## config.mk

```make
export PLATFORM = sky130hd
export DESIGN_NAME = aes_ctr_stream
export DESIGN_NICKNAME = d
export VERILOG_FILES = /design/src/rtl/aes_ctr_stream.sv
export SDC_FILE = /design/constraint.sdc
export NUM_CORES = 2
export LEC_CHECK = 0
export CORE_AREA = 4 4 373 375
export DETAILED_ROUTE_END_ITERATION = 12
export DIE_AREA = 0 0 377 379
export GPL_TIMING_DRIVEN = 0
export HOLD_SLACK_MARGIN = 0.05
export SETUP_SLACK_MARGIN = 0.05
export SLEW_MARGIN = 20
export SYNTH_ARGS = -nofsm -noshare
export SYNTH_HDL_FRONTEND = slang
export SYNTH_SLANG_ARGS = --single-unit
```

## constraint.sdc

```tcl
create_clock -name clk -period 2.44 [get_ports clk]
set_clock_uncertainty 0.1 [all_clocks]
set_input_delay 0.244 -clock clk [delete_from_list [all_inputs] [get_ports clk]]
set_output_delay 0.244 -clock clk [all_outputs]
set_load 0.02 [all_outputs]
```

## src/rtl/aes_ctr_stream.sv

```systemverilog
// rtl/aes_ctr_stream.sv - CTR-mode word-stream front end for the AES-256 encrypt core
`timescale 1ns/1ps
module aes_ctr_stream #(
    parameter int CTR_W = 32
) (
    input  logic         clk,
    input  logic         rst_n,
    input  logic         start,
    input  logic [255:0] key,
    input  logic [127:0] iv,
    input  logic         in_valid,
    input  logic [31:0]  in_data,
    input  logic         in_last,
    output logic         in_ready,
    output logic         out_valid,
    output logic [31:0]  out_data,
    output logic         out_last,
    input  logic         out_ready,
    output logic         core_ready,
    output logic [127:0] core_data_in,
    output logic [255:0] core_key,
    input  logic [127:0] core_data_out,
    input  logic         core_valid,
    output logic         busy
);
    typedef enum logic [1:0] {IDLE, FILL, XOR, DRAIN} state_t;

    state_t       state;
    logic [127:0] pt_buf, out_buf, ks_reg, counter;
    logic [1:0]   wcnt, last_idx, didx;
    logic         last_flag, ks_valid, req_pending, stop;

    // Only the low CTR_W bits count; the rest of the block is fixed nonce.
    function automatic logic [127:0] ctr_inc(input logic [127:0] c);
        logic [127:0] r;
        r = c;
        r[CTR_W-1:0] = c[CTR_W-1:0] + CTR_W'(1);
        return r;
    endfunction

    function automatic logic [31:0] word_of(input logic [127:0] b, input logic [1:0] i);
        logic [31:0] w;
        case (i)
            2'd0:    w = b[127:96];
            2'd1:    w = b[95:64];
            2'd2:    w = b[63:32];
            default: w = b[31:0];
        endcase
        return w;
    endfunction

    function automatic logic [127:0] put_word(input logic [127:0] b, input logic [1:0] i,
                                              input logic [31:0] w);
        logic [127:0] r;
        r = b;
        case (i)
            2'd0:    r[127:96] = w;
            2'd1:    r[95:64]  = w;
            2'd2:    r[63:32]  = w;
            default: r[31:0]   = w;
        endcase
        return r;
    endfunction

    assign in_ready  = (state == FILL);
    assign out_valid = (state == DRAIN);
    assign out_data  = word_of(out_buf, didx);
    assign out_last  = (state == DRAIN) && last_flag && (didx == last_idx);

    always_ff @(posedge clk or negedge rst_n) begin
        if (!rst_n) begin
            state        <= IDLE;
            pt_buf       <= '0;
            out_buf      <= '0;
            ks_reg       <= '0;
            counter      <= '0;
            wcnt         <= '0;
            last_idx     <= '0;
            didx         <= '0;
            last_flag    <= 1'b0;
            ks_valid     <= 1'b0;
            req_pending  <= 1'b0;
            stop         <= 1'b0;
            busy         <= 1'b0;
            core_ready   <= 1'b0;
            core_data_in <= '0;
            core_key     <= '0;
        end else begin
            // Keystream engine: one request in flight, prefetching while data drains/fills.
            if (core_ready) begin
                core_ready <= 1'b0;
            end else if (busy && !ks_valid && !req_pending && !stop) begin
                core_ready   <= 1'b1;
                core_data_in <= counter;
                req_pending  <= 1'b1;
            end
            if (core_valid && req_pending) begin
                req_pending <= 1'b0;
                counter     <= ctr_inc(counter);
                if (!stop) begin
                    ks_reg   <= core_data_out;
                    ks_valid <= 1'b1;
                end
            end

            case (state)
                IDLE: begin
                    if (busy) begin
                        if (!req_pending) busy <= 1'b0;
                    end else if (start && !req_pending) begin
                        core_key     <= key;
                        counter      <= iv;
                        busy         <= 1'b1;
                        stop         <= 1'b0;
                        pt_buf       <= '0;
                        wcnt         <= '0;
                        core_ready   <= 1'b1;
                        core_data_in <= iv;
                        req_pending  <= 1'b1;
                        state        <= FILL;
                    end
                end
                FILL: begin
                    if (in_valid) begin
                        pt_buf <= put_word(pt_buf, wcnt, in_data);
                        if (wcnt == 2'd3 || in_last) begin
                            last_idx  <= wcnt;
                            last_flag <= in_last;
                            state     <= XOR;
                        end else begin
                            wcnt <= wcnt + 2'd1;
                        end
                    end
                end
                XOR: begin
                    if (ks_valid) begin
                        out_buf  <= pt_buf ^ ks_reg;
                        ks_valid <= 1'b0;
                        didx     <= '0;
                        if (last_flag) stop <= 1'b1;
                        state    <= DRAIN;
                    end
                end
                DRAIN: begin
                    if (out_ready) begin
                        if (didx == last_idx) begin
                            if (last_flag) begin
                                state <= IDLE;
                                if (!req_pending) busy <= 1'b0;
                            end else begin
                                pt_buf <= '0;
                                wcnt   <= '0;
                                state  <= FILL;
                            end
                        end else begin
                            didx <= didx + 2'd1;
                        end
                    end
                end
                default: state <= IDLE;
            endcase
        end
    end
endmodule

```

==> metrics.txt <==
max-cap viol count 0; WL/cell 25.2 µm; # IOs 972; clk sinks 910; fin nets 5595; Synth Warn # 0; Initial Util 27.9%; #FFs+latches synth 910; setup ws final -0.460 ns; critical path launch point didx[0]; Synth Instances 3496; Synth top area share 60.3%; RSZ-0062 raised after global routing yes; Die W 377 µm; Max IR drop VDD 0.000764 V; GRT overflow 0; max-slew violation count 0; status finished, violations left; Longest Clk Path Bufs 3; Clock Pin Slew Worst Setup and Hold Paths 0.06 ns; RR Endpoint pt_buf[84]; area leader, netlist dfrtp_1; final antenna-violating net count 0; fin cells 6937; # H-tree levels 3; DRT Pass-1 Iters 9; Highest Clock Rate 345 MHz; total core area 135000 µm²; R2R setup slack 0.10 ns; PwrDens 1360 nW/µm²; end of the critical path out_data[30]; Root Buffer clkbuf_16; Hold Crit Class input pin to asynchronous set/reset pin; hold_ws 0.00553 ns; CP endpoint kind output port; Synthesized Nets 4060; EDFF count, synth 0; Vias/cell 4.71; crit start category register; Layout area overhead 55.8%; largest net degree at the start of global routing 125; gpl congestion 0.952; Mapped Area 37800 µm²; final WL 175000 µm; Setup CP Type register to output port; Async SR Flop Fraction 100%; GRT Max-Usage Layer met2; ratio of cells with drive above 1 in the final layout 14.0%; synth unique cells 56; failing checks negative setup slack; Die Span Y 379 µm; gr usage total 23.7%; DR DRC count 0; critical path arrival 2.56 ns; max FFs per register 256; crit path time final 2.90 ns; Tcrit/Tclk final 119%; worst-skew pair later-pin latency 0.73 ns; Synth Area per Inst 10.8 µm²; Most flops, register core_key; M1 GR Usage 27.2%; DRT iter0 DRCs 2687; fill cell count 12800; CTS tree done; Die Footprint 143000 µm²; worst-margin pin slew 0.856 ns; P_leak 27.3 nW; Num CTS Buffers 104; Vias 32700; CP Max Fanout 5; DP HPWL 133000 µm; worst r2r src state[1]; Port Buffer Count 971; synth top area cells dfrtp_1 (60%), nand2_1 (12%), mux2_4 (4.8%); worst reg2reg path depth 6; Worst EP required 2.10 ns; Main synth FF type dfrtp_1; max_slew headroom 43.2%; Seq/Total Area, Yosys 60.3%; vias in the first global route 34200; first-pass GRT wire length 244000 µm; routing usage on met3 8.45%; initial antenna violation count 58; Hold Vio Cnt, Final 0; global-route track usage on met2 40.3%; # rows 135; setup violators final 32; total placed cells including tap cells 6257
==> per-layer routing <==
layer | part of all wire (%) | wire, µm | vias up
li1 | - | - | 14600
met1 | 37 | 65400 | 16400
met2 | 49 | 86100 | 1345
met3 | 9.4 | 16400 | 306
met4 | 4.0 | 7060 | 10
met5 | 0.037 | 65 | -
==> placed cells by master (no fill, tap or decap), types with 113 or more instances in the layout <==
| master | count |
|---|---|
| mux2_4 | 120 |
| o21ai_0 | 128 |
| nand2_1 | 1171 |
| mux2_2 | 137 |
| mux2i_1 | 125 |
| clkdlybuf4s50_1 | 931 |
| nor2_1 | 132 |
| a21oi_1 | 113 |
| dfrtp_1 | 907 |
| dlygate4sd3_1 | 422 |
==> repair_timing <==
action                     4_1_cts  5_1_grt
resized for setup              424       92
setup endpoints to repair      934      555
pin swaps                       16       16
hold endpoints to repair       881      214
buffers inserted                10       12
cloned                           2        1
hold buffers                   418        9
==> through the flow <==
step | instance area [µm²] | TNS, ns | power, mW | utilization (%) | setup slack, ns
after floorplan | 37800 | 0 | 45.4 | - | 0.104
after global placement | 49700 | - | 61.6 | 36.8 | -42.26
after detailed placement | 50000 | -764.29 | 61.9 | 36.9 | -1.87
after CTS | 58400 | -10.23 | 79.9 | 43.1 | -0.514
after global routing | 58800 | -13.26 | 84.0 | 43.5 | -0.545
final | 58900 | -9.90 | 79.9 | 43.5 | -0.460
==> Yosys cell counts (all sizes together) (2+ instances only) <==
library cell and count:
a211o 3, a211oi 2, a21oi 113, a222oi 32
a31o 2, a31oi 46, and2 34, and3 7
and4 7, buf 29, clkbuf 173, dfrtp 910
ha 13, inv 44, mux2 257, mux2i 130
nand2 1171, nand2b 4, nand3 19, nand4 14
nor2 139, nor2b 2, nor3 5, nor4 6
o211ai 6, o21ai 140, o2bb2ai 2, o31a 2
o31ai 9, o41ai 2, or3 8, or4 11
xnor2 97, xor2 42
==> critical path, stage by stage (launching register included) <==
cell and delay, ns:
dfrtp_2 0.43, buf_6 0.13, ha_4 0.18, buf_12 0.15, buf_8 0.13, a222oi_1 0.42, mux2i_2 0.22, buf_6 0.19
==> worst min path at each step <==
stage | from | to | slack, ns | cells past startpoint
final | rst_n | pt_buf[48] | 0.006 | 2
after global routing | rst_n | pt_buf[50] | 0.02 | 2
after CTS | rst_n | core_key[201] | -0.65 | 1
after detailed placement | rst_n | core_key[204] | 0.16 | 1
after global placement | core_key[40] | core_key[40] | 0.36 | 2
after floorplan | rst_n | busy | -0.15 | 0
==> report_power, final <==
| part | total (mW) | internal [mW] | switching (mW) |
|---|---|---|---|
| logic | 36.6 | 16.6 | 20.1 |
| clock network | 16.3 | 9.50 | 6.83 |
| registers | 27.0 | 22.2 | 4.78 |
==> layout make-up <==
type                    instances  area (µm²)  area share [%]
flip-flops and latches        910       22800            38.7
repair buffers               1432       14400            24.5
multi-input cells            2340       14200            24.1
clock buffers                 157        3080            5.24
well taps                    1781        2230            3.79
plain buffers                 199        1420            2.42
clock inverters                35         474           0.806
inverters                      44         165           0.281
diodes                         39        97.6           0.166
==> cell families (layout without fill, tap and decap cells) <==
group | count (synthesis) | after routing | synth area share, %
mux | 387 | 387 | 12.3
xor+xnor | 139 | 139 | 3.22
fa+ha+maj | 13 | 13 | 0.430
flops | 910 | 910 | 60.3
simple gates | 1434 | 1434 | 15.1
buf+inv | 246 | 1867 | 2.70
other cells | 0 | 39 | 0
compound gates | 367 | 367 | 5.96
No activity file was read; power rests on OpenSTA's default activity.
